===== src/rtl/dmem_arb_pkg.sv =====
// -----------------------------------------------------------------------------
// dmem_arb_pkg
// Shared definitions for the data-memory arbiter:
//   owner_t        : tag of the port whose read response is in flight
//   STARVE_MAX_DEF : default number of denied port-B cycles before B is forced
//   SCNT_W         : width of the starvation counter (covers MAX up to 15)
// -----------------------------------------------------------------------------
package dmem_arb_pkg;

    typedef enum logic [1:0] {
        OWN_NONE = 2'd0,
        OWN_A    = 2'd1,
        OWN_B    = 2'd2
    } owner_t;

    localparam int STARVE_MAX_DEF = 4;
    localparam int SCNT_W         = 4;

endpackage : dmem_arb_pkg


===== src/rtl/arb_starve_cnt.sv =====
// -----------------------------------------------------------------------------
// arb_starve_cnt
// Saturating count of consecutive cycles a requester has been denied.
// Ports:
//   clk    : clock, state on rising edge
//   rst    : asynchronous active-high reset (count -> 0)
//   wait_i : requester is waiting (denied) this cycle -> count up
//   clr_i  : requester idle or granted this cycle -> count clears (wins over wait_i)
//   sat_o  : count has reached MAX
// -----------------------------------------------------------------------------
module arb_starve_cnt
    import dmem_arb_pkg::*;
#(
    parameter int MAX = STARVE_MAX_DEF
) (
    input  logic clk,
    input  logic rst,
    input  logic wait_i,
    input  logic clr_i,
    output logic sat_o
);

    localparam logic [SCNT_W-1:0] MAX_C = SCNT_W'(MAX);

    logic [SCNT_W-1:0] r_cnt;

    always_ff @(posedge clk or posedge rst) begin
        if (rst) begin
            r_cnt <= '0;
        end else if (clr_i) begin
            r_cnt <= '0;
        end else if (wait_i && (r_cnt != MAX_C)) begin
            r_cnt <= r_cnt + 1'b1;
        end
    end

    assign sat_o = (r_cnt == MAX_C);

endmodule : arb_starve_cnt


===== src/rtl/dmem_arbiter.sv =====
// -----------------------------------------------------------------------------
// dmem_arbiter
// Shares one single-port synchronous memory (1-cycle read latency) between the
// core's MM-stage data port (A, priority) and a host/debug port (B). B is
// forced to win after STARVE_MAX consecutive denied cycles.
// Ports:
//   clk, rst                     : clock / asynchronous active-high reset
//   a_req/a_we/a_addr/a_wdata    : port A request (held until a_gnt)
//   a_gnt                        : port A granted this cycle (combinational)
//   a_rvalid/a_rdata             : port A read response, one cycle after grant
//   b_*                          : same set for port B
//   m_addr/m_in/m_we             : drive to memory (zero when nobody is granted)
//   m_out                        : memory read data, valid one cycle after m_addr
//   starved                      : B-priority state active
// -----------------------------------------------------------------------------
module dmem_arbiter
    import dmem_arb_pkg::*;
#(
    parameter int WIDTH      = 32,
    parameter int AW         = 32,
    parameter int STARVE_MAX = STARVE_MAX_DEF
) (
    input  logic             clk,
    input  logic             rst,
    input  logic             a_req,
    input  logic             a_we,
    input  logic [AW-1:0]    a_addr,
    input  logic [WIDTH-1:0] a_wdata,
    output logic             a_gnt,
    output logic             a_rvalid,
    output logic [WIDTH-1:0] a_rdata,
    input  logic             b_req,
    input  logic             b_we,
    input  logic [AW-1:0]    b_addr,
    input  logic [WIDTH-1:0] b_wdata,
    output logic             b_gnt,
    output logic             b_rvalid,
    output logic [WIDTH-1:0] b_rdata,
    output logic [AW-1:0]    m_addr,
    output logic [WIDTH-1:0] m_in,
    output logic             m_we,
    input  logic [WIDTH-1:0] m_out,
    output logic             starved
);

    logic             w_starved;
    logic             w_a_gnt;
    logic             w_b_gnt;
    owner_t           r_owner;
    logic [WIDTH-1:0] r_a_rdata;
    logic [WIDTH-1:0] r_b_rdata;

    // Grants are suppressed while reset is held so the memory side sees no
    // access and no owner tag can be captured.
    assign w_b_gnt = !rst && b_req && (!a_req || w_starved);
    assign w_a_gnt = !rst && a_req && !w_b_gnt;

    assign a_gnt   = w_a_gnt;
    assign b_gnt   = w_b_gnt;
    assign starved = w_starved;

    arb_starve_cnt #(
        .MAX (STARVE_MAX)
    ) u_starve_cnt (
        .clk    (clk),
        .rst    (rst),
        .wait_i (b_req && !w_b_gnt),
        .clr_i  (!b_req || w_b_gnt),
        .sat_o  (w_starved)
    );

    always_comb begin
        m_addr = '0;
        m_in   = '0;
        m_we   = 1'b0;
        if (w_a_gnt) begin
            m_addr = a_addr;
            m_in   = a_wdata;
            m_we   = a_we;
        end else if (w_b_gnt) begin
            m_addr = b_addr;
            m_in   = b_wdata;
            m_we   = b_we;
        end
    end

    // Only reads are tagged; writes leave the tag at NONE so no response pulses.
    always_ff @(posedge clk or posedge rst) begin
        if (rst) begin
            r_owner <= OWN_NONE;
        end else if (w_a_gnt && !a_we) begin
            r_owner <= OWN_A;
        end else if (w_b_gnt && !b_we) begin
            r_owner <= OWN_B;
        end else begin
            r_owner <= OWN_NONE;
        end
    end

    // Hold registers keep each port's last delivered word once its pulse ends.
    always_ff @(posedge clk or posedge rst) begin
        if (rst) begin
            r_a_rdata <= '0;
            r_b_rdata <= '0;
        end else begin
            if (r_owner == OWN_A) begin
                r_a_rdata <= m_out;
            end
            if (r_owner == OWN_B) begin
                r_b_rdata <= m_out;
            end
        end
    end

    // During the response cycle the memory output is forwarded directly, since
    // the memory itself provides the one cycle of read latency.
    assign a_rvalid = (r_owner == OWN_A);
    assign b_rvalid = (r_owner == OWN_B);
    assign a_rdata  = a_rvalid ? m_out : r_a_rdata;
    assign b_rdata  = b_rvalid ? m_out : r_b_rdata;

endmodule : dmem_arbiter


===== config.mk =====
export PLATFORM = sky130hd
export DESIGN_NAME = dmem_arbiter
export DESIGN_NICKNAME = d
export VERILOG_FILES = /design/src/rtl/dmem_arb_pkg.sv /design/src/rtl/arb_starve_cnt.sv /design/src/rtl/dmem_arbiter.sv
export SDC_FILE = /design/constraint.sdc
export NUM_CORES = 1
export LEC_CHECK = 0
export ABC_AREA = 1
export BUFFER_PORTS_ARGS = -buffer_cell sky130_fd_sc_hd__buf_4
export CAP_MARGIN = 10
export CORE_AREA = 2 2 116 118
export CTS_BUF_LIST = sky130_fd_sc_hd__clkbuf_4 sky130_fd_sc_hd__clkbuf_8 sky130_fd_sc_hd__clkbuf_16
export DETAILED_ROUTE_END_ITERATION = 12
export DIE_AREA = 0 0 118 120
export MAX_ROUTING_LAYER = met4
export PLACE_DENSITY = 0.65
export SKIP_CTS_REPAIR_TIMING = 1
export SLEW_MARGIN = 20
export SYNTH_ARGS = -nofsm -noshare
export SYNTH_HDL_FRONTEND = slang
export SYNTH_HIERARCHICAL = 1
export SYNTH_SLANG_ARGS = --single-unit

===== constraint.sdc =====
create_clock -name clk -period 3.9 [get_ports clk]
set_input_delay 0.195 -clock clk [delete_from_list [all_inputs] [get_ports clk]]
set_output_delay 0.195 -clock clk [all_outputs]
set_load 0.02 [all_outputs]

## Word-level counts from Yosys, hierarchy flattened

Cells that the tools add are included.
W data, S select, Z words.

| cells by class | value |
|---|---|
| $add $sub $neg | 1 |
| equal/unequal tests | 4 |
| multiplexer cells | 12 |
| reductions and logical operators | 17 |

Operator list:

| operator | count |
|---|---|
| $mux W32 | 6 |
| $logic_and A1 B1 Y1 | 8 |
| $mux W4 | 2 |
| $logic_not A1 Y1 | 6 |
| $add A4 B1 Y4 const B | 1 |
| $eq A4 B3 Y1 const B | 1 |
| $mux W2 | 2 |
| $ne A4 B3 Y1 const B | 1 |
| $eq A2 B1 Y1 const B | 1 |
| $eq A2 B2 Y1 const B | 1 |
| $logic_or A1 B1 Y1 | 2 |
| $mux W1 | 2 |
| $reduce_bool A2 Y1 | 1 |

| storage, ports and cells | value |
|---|---|
| flip-flop bits (word level) | 70 |
| input bits | 166 |
| output and inout port bits | 134 |
| logic and storage cells | 38 |

## Logic depth before layout (Yosys ltp)

Gate-level depths: netlist of run 1.

| logic depth | value |
|---|---|
| depth after elaboration | 8 |
| mapped depth | 15 |
| gate-level depth less buffers | 14 |

## Cells and area by module

Netlist of run 1, hierarchy kept.

By module, submodules not included:

| module | instances | cells an instance | area each (µm²) | sequential area each (µm²) |
|---|---|---|---|---|
| dmem_arbiter | 1 | 483 | 3,659.8 | 1,651.6 |
| arb_starve_cnt | 1 | 33 | 256.5 | 100.1 |

## Least setup slack after synthesis of run 1

OpenSTA, ideal clock, no wires.

| timing | value |
|---|---|
| path type | flip-flop to flip-flop |
| from | register u_starve_cnt.r_cnt[0] |
| to | register u_starve_cnt.r_cnt[0] |
| setup time | 0.126 ns |
| arrival time | 1.827 ns |
| required time | 3.774 ns |
| setup slack | 1.947 ns |
| stages on the path, launching flop included | 15 |
| buffers on the path | 1 |
| clock period less this slack | 1.953 ns |
| cell sequence | dfrtp_1 > inv_1 > ha_1 > nand2_1 > nor2_2 > inv_1 > nand2_1 > nand2_2 > buf_4 > inv_2 > nor2_1 > inv_1 > inv_1 > nand3_1 > o21ai_0 |

| on the way | value |
|---|---|
| cells in the longest elaborated chain, start to end | 7 |
| elaborated cells on any way between the ends | 12 |
| those cells by class | add/sub (1); eq/ne (2); mux (2); reduce/logical (7) |

RTL lines:

| element | line | source |
|---|---|---|
| start: declaration | arb_starve_cnt.sv:25 | `logic [SCNT_W-1:0] r_cnt;` |
| start signal: assignment | arb_starve_cnt.sv:33 | `r_cnt <= r_cnt + 1'b1;` |
| $eq A4 B3 Y1 (*) | arb_starve_cnt.sv:37 | `assign sat_o = (r_cnt == MAX_C);` |
| net starved | dmem_arbiter.sv:43 | `output logic starved` |
| $logic_or A1 B1 Y1 (*) | dmem_arbiter.sv:55 | `assign w_b_gnt = !rst && b_req && (!a_req \|\| w_starved);` |
| $logic_and A1 B1 Y1 (*) | dmem_arbiter.sv:55 |  |
| net b_gnt | dmem_arbiter.sv:36 | `output logic b_gnt,` |
| $logic_not A1 Y1 | dmem_arbiter.sv:67 | `.wait_i (b_req && !w_b_gnt),` |
| $logic_and A1 B1 Y1 | dmem_arbiter.sv:67 |  |
| $logic_and A1 B1 Y1 | arb_starve_cnt.sv:32 | `end else if (wait_i && (r_cnt != MAX_C)) begin` |
| $reduce_bool A2 Y1 (no line) | n/a |  |

Mark *: on every way through the listed nets, which the timed path passes. The rest lies on a longest branch. The select of a mux whose other input is x is not followed.
A chain may end at the register's enable or synchronous reset.

## Worst setup path after layout of run 1

| timing | value |
|---|---|
| from | register u_starve_cnt.r_cnt[0] |
| to | output port m_in[5] |

| on the way | value |
|---|---|
| cells in the longest elaborated chain, start to end | 6 |
| elaborated cells on any way between the ends | 7 |
| those cells by class | eq/ne (1); mux (2); reduce/logical (4) |

RTL lines:

| element | line | source |
|---|---|---|
| $eq A4 B3 Y1 (*) | arb_starve_cnt.sv:37 |  |
| $logic_or A1 B1 Y1 (*) | dmem_arbiter.sv:55 |  |
| $logic_and A1 B1 Y1 (*) | dmem_arbiter.sv:55 |  |
| $logic_not A1 Y1 | dmem_arbiter.sv:56 | `assign w_a_gnt = !rst && a_req && !w_b_gnt;` |
| $logic_and A1 B1 Y1 | dmem_arbiter.sv:56 |  |
| $mux W32 (*) | dmem_arbiter.sv:76 | `if (w_a_gnt) begin` |
| end: declaration | dmem_arbiter.sv:40 | `output logic [WIDTH-1:0] m_in,` |

Mark *: on every way between the ends. The rest lies on a longest branch, timed or not.

==> results of run 1 <==
[cell usage after synthesis (all sizes together)]
cell | count | share of area, %
dfrtp | 70 | 45
or2 | 2 | 0.32
o21ai | 67 | 10
inv | 48 | 4.6
nand3 | 133 | 17
nand2 | 142 | 14
buf | 36 | 6.8
clkbuf | 6 | 0.58
nand4 | 3 | 0.48
ha | 2 | 0.64
nor2 | 7 | 1.2
[stage by stage]
step / area, um^2 / instances / setup slack (ns) / total power [mW] / utilization [%]
5_1_grt: 6460 / 971 / 0.811 / 2.88 / 49.8
3_3_place_gp: 6130 / 954 / 1.50 / 1.91 / 47.3
4_1_cts: 6440 / 970 / 1.05 / 2.77 / 49.7
2_1_floorplan: 3920 / 516 / 1.95 / 1.44 / -
6_report: 6460 / 971 / 1.05 / 2.74 / 49.8
3_5_place_dp: 6130 / 954 / 1.40 / 1.93 / 47.3
[power by group through the flow]
stage | Clock, mW | Sequential [mW] | Combinational (mW)
after floorplan | 0 | 0.911 | 0.531
final | 0.826 | 0.909 | 1.00
after CTS | 0.853 | 0.910 | 1.01
after global routing | 0.882 | 0.923 | 1.08
after global placement | 0 | 0.915 | 0.995
after detailed placement | 0 | 0.922 | 1.01
[per-layer routing]
| metal | GRT usage [%] | up-vias |
|---|---|---|
| met5 | - | - |
| met3 | 6.23 | 32 |
| met1 | 23.1 | 2024 |
| met4 | 8.73 | 0 |
| met2 | 35.1 | 215 |
| li1 | - | 2239 |
[sequential cells by signal (all words and copies together), names as in the netlist]
name	count
r_a_rdata	32
u_starve_cnt/r_cnt	4
r_owner	2
r_b_rdata	32
[layout make-up]
cell class / count / area, um^2 / area share, %
clock buffers: 13 / 268 / 4.14
clock inverters: 3 / 42.5 / 0.659
inverters: 48 / 180 / 2.79
multi-input cells: 356 / 1710 / 26.4
flip-flops and latches: 70 / 1750 / 27.1
well taps: 176 / 220 / 3.41
repair buffers: 305 / 2290 / 35.5
[logic make-up (layout without fill, tap and decap cells)]
group | count (synthesis) | count (layout)
AO/OA/AOI/OAI | 67 | 67
AND/OR/NAND/NOR | 287 | 287
flip-flops | 70 | 70
adder cells (fa/ha/maj) | 2 | 2
buffers and inverters | 90 | 369
[worst min path at each step]
stage / end / cells after the start / slack [ns] / startpoint
final: r_owner[0] / 2 / 0.03 / a_we
after global routing: r_owner[1] / 2 / 0.03 / b_we
after CTS: u_starve_cnt/r_cnt[1] / 2 / -0.22 / rst
after detailed placement: u_starve_cnt/r_cnt[1] / 2 / 0.13 / rst
after global placement: u_starve_cnt/r_cnt[0] / 2 / 0.13 / rst
after floorplan: u_starve_cnt/r_cnt[0] / 1 / -0.04 / rst
==> summary.md, run 1 <==
| Metric | Value |
|---|---|
| Status | `complete, no violations` |
| Buffers on Ports | `299` |
| Top Family by Delay on Critical Path | `simple AND/OR/NAND/NOR gates` |
| Metal2 WL | `7.58 mm` |
| WP data required | `around 3.7 ns` |
| CP bufs+invs | `4` |
| Total track usage | `a little over a fifth` |
| Cell area after synthesis | `~3900 um^2` |
| Synth Instances | `516` |
| # DRC | `0` |
| XOR/XNOR Fraction of Synth Area | `0%` |
| VDD IR max | `177 uV` |
| Drt initial violations | `around 260` |
| Seq pwr share | `around 33%` |
| Number of global-route vias before repair | `roughly 4300` |
| HPWL Detailed | `about 12 mm` |
| CP max-delay cell | `nand2_2` |
| Final setup viols | `0` |
| First-pass GRT wire length | `22.5 mm` |
| WL/cell | `~15 um` |
| Synth Area in Adders | `less than 1%` |
| CTS tree | `built` |
| Die height | `120 um` |
| Worst-path clk slew | `0.05 ns` |
| Area of the core | `13000 um^2` |
| Synth Net Count | `between 600 and 700` |
| Sink Count | `70` |
| Root Driver | `clkbuf_16` |
| Layout area overhead | `65.0%` |
| Clk pwr share | `30.2%` |
| Post-route ant nets | `0` |
| Simple-Gate Fraction of Synth Area | `32.7%` |
| Detail Route met3 WL | `~1.2 mm` |
| Comb power frac | `between 30% and 40%` |
| Complex-gate fraction of the synthesized area | `between 10% and 20%` |
| FMAX | `around 350 MHz` |
| Sw power | `between 0.8 and 0.9 mW` |
| RSZ-0062 raised after global routing | `false` |
| Sequential share of the synthesized area | `44.7%` |
| Die Area | `between 10000 and 15000 um^2` |
| Leakage | `3.68 nW` |
| Crit. path cell count | `11` |
| YS warnings | `6` |
| Largest family of logic cells by synthesized area | `simple AND/OR/NAND/NOR gates` |
| Final hold violations | `0` |
| Share of cells above drive strength 1 | `43.6%` |
| Pint | `about 1.8 mW` |
| Vias | `4510` |
| Synth Area per Inst | `7.59 um^2` |
| Worst setup path end | `m_in[5]` |
| Io pins | `300` |
| Clk_skew | `approximately 0.0044 ns` |
| Starting Density | `a little under a third` |
| Final period util | `approximately three quarters` |
| Clock Latency Late Sink | `about 0.33 ns` |
| Max-slew violations | `0` |
| Setup TNS | `0 ns` |
| Commonest non-fill, non-tap cells in the layout | `buf_4 (304), nand2_1 (139), nand3_1 (133), dfrtp_1 (70), inv_1 (45)` |
| Most common cell after layout, fill and taps aside | `buf_4` |
| Flop-to-flop setup slack | `approximately 1.5 ns` |
| Rel. slew slack | `between 20 and 30%` |
| Worst Path Arrival | `2.65 ns` |
| Max Root-Sink Buffers | `2` |
| R2r endpoint | `u_starve_cnt/r_cnt[0]` |
| Die width | `approximately 120 um` |
| Initial antenna violation count | `0` |
| Setup crit start kind | `register` |
| Max layer used | `met4` |
| Worst-path cell chain | `inv_1 -> ha_1 -> nand2_1 -> nor2_2 -> inv_1 -> nand2_2 -> nand2_2 -> buf_4 -> nand3_1 -> nand2_1 -> buf_4` |
| Fillers | `~1300` |
| Switching power as a share of total power | `approximately 33%` |
| Min Clock Period, post-route | `approximately 2.8 ns` |
| Netlist cell types | `20` |
| RePlAce Congestion | `between 0.9 and 1` |
| Largest net degree at the start of global routing | `67` |
| Largest stage delay, worst path | `around 0.62 ns` |
| Cell Pwr Density | `roughly 420 nW/um^2` |
| R2r startpoint | `u_starve_cnt/r_cnt[0]` |
| GRT Residual Overflow | `0` |
| Worst Max-Slew Pin Slew | `~1.1 ns` |
| Critical path type | `register to output pin` |
| Post-synthesis mux area share | `0%` |
| Mean number of vias per cell | `4.64` |
| 1st-pass router iterations | `5` |
| Worst reg2reg path depth | `13` |
| CP endpoint kind | `output pin` |
| Yosys reg bits | `70` |
| Cts bufs inserted | `9` |
| M1 WL | `5.66 mm` |
| Largest fanout on the critical path | `47` |
| Worst hold-check path type | `input pin to register` |
| CTS H-tree lvls | `3` |
| Num rows | `42` |
| Antenna diodes | `0` |
| Final WL | `approximately 15 mm` |
| Final hold slack | `between 0.03 and 0.04 ns` |
| Number of max-cap violations | `0` |
| Layout Nets | `958` |
| CP startpoint | `u_starve_cnt/r_cnt[0]` |
Power figures use the tool's default switching activity.
==> inputs of run 2 (changes only) <==
--- a/config.mk
+++ b/config.mk
@@ -8,12 +8,12 @@
 export ABC_AREA = 1
 export BUFFER_PORTS_ARGS = -buffer_cell sky130_fd_sc_hd__buf_4
 export CAP_MARGIN = 10
-export CORE_AREA = 2 2 116 118
+export CORE_AREA = 2 2 115 117
 export CTS_BUF_LIST = sky130_fd_sc_hd__clkbuf_4 sky130_fd_sc_hd__clkbuf_8 sky130_fd_sc_hd__clkbuf_16
 export DETAILED_ROUTE_END_ITERATION = 12
-export DIE_AREA = 0 0 118 120
+export DIE_AREA = 0 0 117 119
 export MAX_ROUTING_LAYER = met4
-export PLACE_DENSITY = 0.65
+export PLACE_DENSITY = 0.66
 export SKIP_CTS_REPAIR_TIMING = 1
 export SLEW_MARGIN = 20
 export SYNTH_ARGS = -nofsm -noshare
==> constraint.sdc (replaced) <==
create_clock -name clk -period 2.8 [get_ports clk]
set_input_delay 0.14 -clock clk [delete_from_list [all_inputs] [get_ports clk]]
set_output_delay 0.14 -clock clk [all_outputs]
set_load 0.02 [all_outputs]
==> run 2 against run 1 <==
Compared with the run above: via count is 0.69% lower; utilization up 1.0 points; setup slack worse by 0.69 ns; die area decreased by 1.7%; count of clock-buffer cells in the layout unchanged; clock skew fell by 0.00098 ns; critical path depth down 1; total power up 39%; combinational power is 40% higher; sequential power up 40%; final cell count up 1.0%; critical path type unchanged; largest cell class unchanged.
==> summary.md, run 2 (synthesis gave the netlist of run 1 again) <==
| Metric | Value |
|---|---|
| Number of max-cap violations | `0 (unchanged)` |
| CTS H-tree lvls | `3 (unchanged)` |
| HPWL Detailed | `11.9 mm (was 11.5 mm)` |
| Post-route ant nets | `0 (unchanged)` |
| WP data required | `2.66 ns (was 3.70 ns)` |
| Max-slew violations | `0 (unchanged)` |
| VDD IR max | `234 uV (was 177 uV)` |
| Leakage | `3.73 nW (was 3.68 nW)` |
| Final setup viols | `0 (unchanged)` |
| Worst-path cell chain | `inv_1 -> ha_1 -> nand2_1 -> nor2_2 -> inv_1 -> nand2_2 -> buf_6 -> nand3_1 -> nand2_1 -> buf_4 (was inv_1 -> ha_1 -> nand2_1 -> nor2_2 -> inv_1 -> nand2_2 -> nand2_2 -> buf_4 -> nand3_1 -> nand2_1 -> buf_4)` |
| Layout Nets | `968 (was 958)` |
| Die Area | `13900 um^2 (was 14200 um^2)` |
| Initial antenna violation count | `0 (unchanged)` |
| Commonest non-fill, non-tap cells in the layout | `buf_4 (311), nand2_1 (139), nand3_1 (133), dfrtp_1 (70), inv_1 (45) (was buf_4 (304), nand2_1 (139), nand3_1 (133), dfrtp_1 (70), inv_1 (45))` |
| Die height | `119 um (was 120 um)` |
| Pre-CTS WS | `0.541 ns (was 1.40 ns)` |
| Min Clock Period, post-route | `2.43 ns` |
| Worst Max-Slew Pin Slew | `0.825 ns (was 1.06 ns)` |
| Cell Pwr Density | `583 nW/um^2 (was 424 nW/um^2)` |
| Cts bufs inserted | `9 (unchanged)` |
| RSZ-0062 raised after global routing | `false (unchanged)` |
| FMAX | `411 MHz` |
| Max Root-Sink Buffers | `2 (unchanged)` |
| CP endpoint kind | `output pin (unchanged)` |
| Flop-to-flop setup slack | `0.77 ns (was 1.46 ns)` |
| Antenna diodes | `0 (unchanged)` |
| Final hold slack | `0.0998 ns (was 0.0324 ns)` |
| Largest regs | `r_a_rdata: 32 flops, r_b_rdata: 32 flops, u_starve_cnt/r_cnt: 4 flops (unchanged)` |
| Vias | `4479 (was 4510)` |
| Number of global-route vias before repair | `4320 (was 4329)` |
| Setup TNS | `0 ns (unchanged)` |
| 1st-pass router iterations | `4 (was 5)` |
| First-pass GRT wire length | `22.4 mm (was 22.5 mm)` |
| Mean number of vias per cell | `4.57 (was 4.64)` |
| Worst Path Arrival | `2.29 ns (was 2.65 ns)` |
| PnR worst setup slack | `0.366 ns (was 1.05 ns)` |
| Critical path type | `register to output pin (unchanged)` |
| GRT Residual Overflow | `0 (unchanged)` |
| Io pins | `300 (unchanged)` |
| RePlAce Congestion | `0.857 (was 0.959)` |
| Setup crit start kind | `register (unchanged)` |
| Final hold violations | `0 (unchanged)` |
| Area of the core | `12900 um^2 (was 13000 um^2)` |
| Num rows | `42 (unchanged)` |
| Worst-path clk slew | `0.05 ns (about the same)` |
| Sink Count | `70 (unchanged)` |
| Final WL | `15.1 mm (was 15.0 mm)` |
| WL/cell | `15.4 um (about the same)` |
| Die width | `117 um (was 118 um)` |
| Status | `complete, no violations (unchanged)` |
| Largest stage delay, worst path | `0.40 ns (was 0.62 ns)` |
| Top Family by Delay on Critical Path | `buffers and inverters (was simple AND/OR/NAND/NOR gates)` |
| CP bufs+invs | `4 (unchanged)` |
| Total track usage | `21.6% (was 20.8%)` |
| Buffers on Ports | `299 (unchanged)` |
| Largest fanout on the critical path | `65 (was 47)` |
| Largest net degree at the start of global routing | `67 (unchanged)` |
| # DRC | `0 (unchanged)` |
| Final period util | `a little under 90%` |
| Clk_skew | `0.00340 ns (was 0.00437 ns)` |
| Most common cell after layout, fill and taps aside | `buf_4 (unchanged)` |
| CP max-delay cell | `dfrtp_1 (was nand2_2)` |
| Root Driver | `clkbuf_16 (unchanged)` |
| Share of cells above drive strength 1 | `44.1% (was 43.6%)` |
| CTS tree | `built (unchanged)` |
| Worst hold-check path type | `input pin to register (unchanged)` |
| Starting Density | `30.4% (was 30.2%)` |
| Drt initial violations | `298 (was 261)` |
| Rel. slew slack | `45.0% (was 29.0%)` |
| Layout area overhead | `67.0% (was 65.0%)` |
| Clock Latency Late Sink | `0.32 ns (was 0.33 ns)` |
run 2: cell count changes in the layout (fill, tap and decap cells not counted):
cell / change
buf_4: +7
buf_6: +1
dlygate4sd3_1: +2
nand2_2: +1
nand2_4: -1
run 2: layout make-up:
type	count	area, um^2
repair buffers	315	2380
well taps	176	220
flip-flops and latches	70	1750
inverters	48	180
clock inverters	3	42.5
fillers	1261	6340
multi-input cells	356	1700
clock buffers	13	268
run 2: power breakdown:
| part | internal, mW | leakage [nW] | switching, mW |
|---|---|---|---|
| Clock | 0.756 | 0.153 | 0.391 |
| Sequential | 1.21 | 0.862 | 0.0545 |
| Combinational | 0.606 | 2.71 | 0.792 |
run 2: tightest hold or removal path, stage by stage:
cell and delay (ns):
buf_4 0.10, inv_1 0.07, o21ai_2 0.07
run 2: path summary, 6_finish.rpt:
check,from,end,depth (start not counted)
setup / recovery,u_starve_cnt/r_cnt[0],m_addr[1],10
hold / removal,m_out[1],r_b_rdata[1],3
setup reg to reg,u_starve_cnt/r_cnt[0],u_starve_cnt/r_cnt[0],13
hold reg to reg,r_b_rdata[9],r_b_rdata[9],2
max in group asynchronous,rst,r_a_rdata[29],4
min in group asynchronous,rst,u_starve_cnt/r_cnt[0],3
run 2: layer usage:
layer | global-route usage [%] | routed length, um | vias to the layer above
met5 | - | 0 | -
met4 | 9.56 | 539 | 0
met2 | 35.9 | 7610 | 193
met1 | 23.9 | 5810 | 2001
li1 | - | - | 2258
met3 | 6.26 | 1140 | 27
run 2: per-stage QoR:
step / cell area (um^2) / power, mW / utilization, % / std cells
3_3_place_gp: 6190 / 2.67 / 48.1 / 962
4_1_cts: 6500 / 3.86 / 50.5 / 978
5_1_grt: 6540 / 4.03 / 50.8 / 981
2_1_floorplan: 3920 / 2.01 / - / 516
3_5_place_dp: 6190 / 2.69 / 48.1 / 962
6_report: 6540 / 3.81 / 50.8 / 981
==> inputs of run 3 (changes only) <==
--- a/config.mk
+++ b/config.mk
@@ -8,15 +8,14 @@
 export ABC_AREA = 1
 export BUFFER_PORTS_ARGS = -buffer_cell sky130_fd_sc_hd__buf_4
 export CAP_MARGIN = 10
-export CORE_AREA = 2 2 115 117
+export CORE_MARGIN = 1.5
+export CORE_UTILIZATION = 29
 export CTS_BUF_LIST = sky130_fd_sc_hd__clkbuf_4 sky130_fd_sc_hd__clkbuf_8 sky130_fd_sc_hd__clkbuf_16
 export DETAILED_ROUTE_END_ITERATION = 12
-export DIE_AREA = 0 0 117 119
 export MAX_ROUTING_LAYER = met4
-export PLACE_DENSITY = 0.66
+export PLACE_DENSITY = 0.63
 export SKIP_CTS_REPAIR_TIMING = 1
 export SLEW_MARGIN = 20
 export SYNTH_ARGS = -nofsm -noshare
 export SYNTH_HDL_FRONTEND = slang
-export SYNTH_HIERARCHICAL = 1
 export SYNTH_SLANG_ARGS = --single-unit
==> run 3 against run 2 <==
Compared with the run above: non-clock buffer count shrank 7; setup slack gained 0.026 ns; flip-flop and latch count is the same; wire length shrank 3.5%; utilization shrank 0.74 points; die area shrank 1.6%; fmax grew 1.1%; combinational power grew 5%; largest cell class unchanged.
==> summary.md, run 3 <==
| Metric | Value |
|---|---|
| Status | `complete, no violations (unchanged)` |
| Total track usage | `20.8% (was 21.6%)` |
| Synth Net Count | `680 (was 684)` |
| Rel. slew slack | `29.3% (was 45.0%)` |
| Worst Path Arrival | `2.27 ns (was 2.29 ns)` |
| Leakage | `3.65 nW (was 3.73 nW)` |
| Worst-path cell chain | `inv_1 -> ha_1 -> nand3_2 -> nand2_2 -> nand2_2 -> buf_4 -> nand3_1 -> nand2_1 -> buf_4 (was inv_1 -> ha_1 -> nand2_1 -> nor2_2 -> inv_1 -> nand2_2 -> buf_6 -> nand3_1 -> nand2_1 -> buf_4)` |
| Worst hold-check path type | `input pin to register (unchanged)` |
| Vias | `4481 (was 4479)` |
| Number of max-cap violations | `0 (unchanged)` |
| Tot Pwr | `3.77 mW (was 3.81 mW)` |
| Min Clock Period, post-route | `2.41 ns (was 2.43 ns)` |
| Final period util | `86.0% (was 86.9%)` |
| Number of global-route vias before repair | `4218 (was 4320)` |
| Post-route ant nets | `0 (unchanged)` |
| Clock Latency Late Sink | `0.33 ns (was 0.32 ns)` |
| Max-slew violations | `0 (unchanged)` |
| CP endpoint kind | `output pin (unchanged)` |
| Most common cell in the netlist | `nand2_1 (unchanged)` |
| Yosys reg bits | `70 (unchanged)` |
| HPWL Detailed | `11.4 mm (was 11.9 mm)` |
| Netlist cell types | `16 (was 20)` |
| Io pins | `300 (unchanged)` |
| WL/cell | `15.1 um (was 15.4 um)` |
| Fillers | `1257 (was 1261)` |
| Drt initial violations | `236 (was 298)` |
| Cell area after synthesis | `3770 um^2 (was 3920 um^2)` |
| CTS H-tree lvls | `3 (unchanged)` |
| FFs w/ async S/R, synth | `100% (unchanged)` |
| YS warnings | `0 (was 6)` |
| Synth Area per Inst | `7.37 um^2 (was 7.59 um^2)` |
| Cell Pwr Density | `595 nW/um^2 (was 583 nW/um^2)` |
| Area leader, netlist | `dfrtp_1 (unchanged)` |
| 1st-pass router iterations | `4 (unchanged)` |
| Num rows | `41 (was 42)` |
| Setup TNS | `0 ns (unchanged)` |
| Area of the core | `12700 um^2 (was 12900 um^2)` |
| RSZ-0062 raised after global routing | `false (unchanged)` |
| Setup crit start kind | `register (unchanged)` |
| PnR worst setup slack | `0.392 ns (was 0.366 ns)` |
| # DRC | `0 (unchanged)` |
| Final Non-Filler Cells | `966 (was 981)` |
| Post-layout util | `50.0% (was 50.8%)` |
| Max Root-Sink Buffers | `2 (unchanged)` |
| Final setup viols | `0 (unchanged)` |
| FMAX | `415 MHz (was 411 MHz)` |
| Largest stage delay, worst path | `0.42 ns (was 0.40 ns)` |
| Primary FF master, synth | `dfrtp_1 (unchanged)` |
| Most common cell after layout, fill and taps aside | `buf_4 (unchanged)` |
| Largest net degree at the start of global routing | `71 (was 67)` |
| First-pass GRT wire length | `21.0 mm (was 22.4 mm)` |
| Layout area overhead | `68.1% (was 67.0%)` |
| VDD IR max | `242 uV (was 234 uV)` |
| Post-synth EDFFs | `0 (unchanged)` |
| Share of the synthesized area in the top cell type | `46.4% (was 44.7%)` |
| CP max-delay cell | `nand2_2 (was dfrtp_1)` |
| Design Area, Final | `6340 um^2 (was 6540 um^2)` |
| Sink Count | `70 (unchanged)` |
| Largest fanout on the critical path | `32 (was 65)` |
| Area contributors post-synth | `dfrtp_1 (46%), nand3_1 (17%), nand2_1 (14%) (was dfrtp_1 (45%), nand3_1 (17%), nand2_1 (14%))` |
| Worst Max-Slew Pin Slew | `1.06 ns (was 0.825 ns)` |
| Largest regs | `r_a_rdata: 32 flops, r_b_rdata: 32 flops, u_starve_cnt.r_cnt: 4 flops (was r_a_rdata: 32 flops, r_b_rdata: 32 flops, u_starve_cnt/r_cnt: 4 flops)` |
| Sequential share of the synthesized area | `46.4% (was 44.7%)` |
| Cts bufs inserted | `9 (unchanged)` |
| Layout Nets | `957 (was 968)` |
| Root Driver | `clkbuf_16 (unchanged)` |
| Buffers on Ports | `299 (unchanged)` |
| Initial antenna violation count | `1 (was 0)` |
| Synth cell count leaders | `nand2_1 (143), nand3_1 (130), dfrtp_1 (70), o21ai_0 (65), inv_1 (45) (was nand2_1 (141), nand3_1 (133), dfrtp_1 (70), inv_1 (45), o21ai_0 (35))` |
| Final hold slack | `0.0131 ns (was 0.0998 ns)` |
| RePlAce Congestion | `0.903 (was 0.857)` |
| Synth Instances | `512 (was 516)` |
| GRT Residual Overflow | `0 (unchanged)` |
| Die height | `117 um (was 119 um)` |
| Clk_skew | `0.00573 ns (was 0.00340 ns)` |
| Starting Density | `29.8% (was 30.4%)` |
| Final hold violations | `0 (unchanged)` |
| Worst-path clk slew | `0.05 ns (about the same)` |
| Die Area | `13700 um^2 (was 13900 um^2)` |
| Pre-CTS WS | `0.735 ns (was 0.541 ns)` |
| CTS tree | `built (unchanged)` |
| Mean number of vias per cell | `4.64 (was 4.57)` |
| Share of cells above drive strength 1 | `41.6% (was 44.1%)` |
| WP data required | `2.66 ns (about the same)` |
| DP Area | `6060 um^2 (was 6190 um^2)` |
| Commonest non-fill, non-tap cells in the layout | `buf_4 (307), nand2_1 (142), nand3_1 (130), dfrtp_1 (70), o21ai_0 (65) (was buf_4 (311), nand2_1 (139), nand3_1 (133), dfrtp_1 (70), inv_1 (45))` |
| Critical path type | `register to output pin (unchanged)` |
| Die width | `117 um (about the same)` |
| Placed Cells | `949 (was 962)` |
| Final WL | `14.6 mm (was 15.1 mm)` |
## run 3: cell count changes after synthesis, sizes merged
cell,delta
nand3,-2
nor2,+3
clkbuf,+3
nand2,+3
buf,-3
xor2,+1
nand4,-3
or2,-1
inv,-3
o21ai,-2
## run 3: kinds of logic after synthesis
kind of cell | Yosys count | share of synthesized area [%]
and+or+nand+nor | 287 | 33.2
xor gates and xnor gates | 1 | 0.232
adders and majority gates | 2 | 0.663
DFF | 70 | 46.4
buffers and inverters | 87 | 10.8
AOI/OAI and AO/OA | 65 | 8.63
## run 3: area by class of cell
cell class                      count  area, um^2  area share, %
Sequential cell                    70        1750           27.6
Clock buffer                       13         255           4.03
Clock inverter                      2        10.0          0.158
Tap cell                          172         215           3.39
Timing Repair Buffer              308        2310           36.5
Multi-Input combinational cell    355        1620           25.6
Inverter                           45         169           2.66
Antenna cell                        1        2.50         0.0395
## run 3: layer usage
metal	up-vias	share of wire, %	global-route usage [%]	routed length [um]
li1	2216	-	-	-
met3	15	8.3	5.97	1210
met5	-	0	-	0
met1	2049	37	22.5	5440
met2	201	52	36.3	7650
met4	0	1.9	7.87	283
## run 3: final timing paths
path                            depth (start not counted)                   from       endpoint  slack, ns
max in group asynchronous                               3                    rst   r_b_rdata[4]       2.11
worst min register to register                          2          r_a_rdata[11]  r_a_rdata[11]       0.50
worst max register to register                          8  u_starve_cnt.r_cnt[0]     r_owner[0]       0.85
worst min-delay path                                    2                   a_we     r_owner[0]       0.01
min in group asynchronous                               3                    rst     r_owner[0]       0.10
worst max-delay path                                    9  u_starve_cnt.r_cnt[0]       m_in[20]       0.39
## run 3: power breakdown
part | switching (mW) | internal [mW] | total, mW
registers | 0.0612 | 1.23 | 1.29
clock network | 0.386 | 0.630 | 1.02
logic | 0.848 | 0.620 | 1.47
total | 1.30 | 2.48 | 3.77
## run 3: critical path, delay by kind of cell (launching register included)
kind	cells	cell delay, ns
flops	1	0.38
fa+ha+maj	1	0.22
buf+inv	3	0.54
simple gates	5	0.79
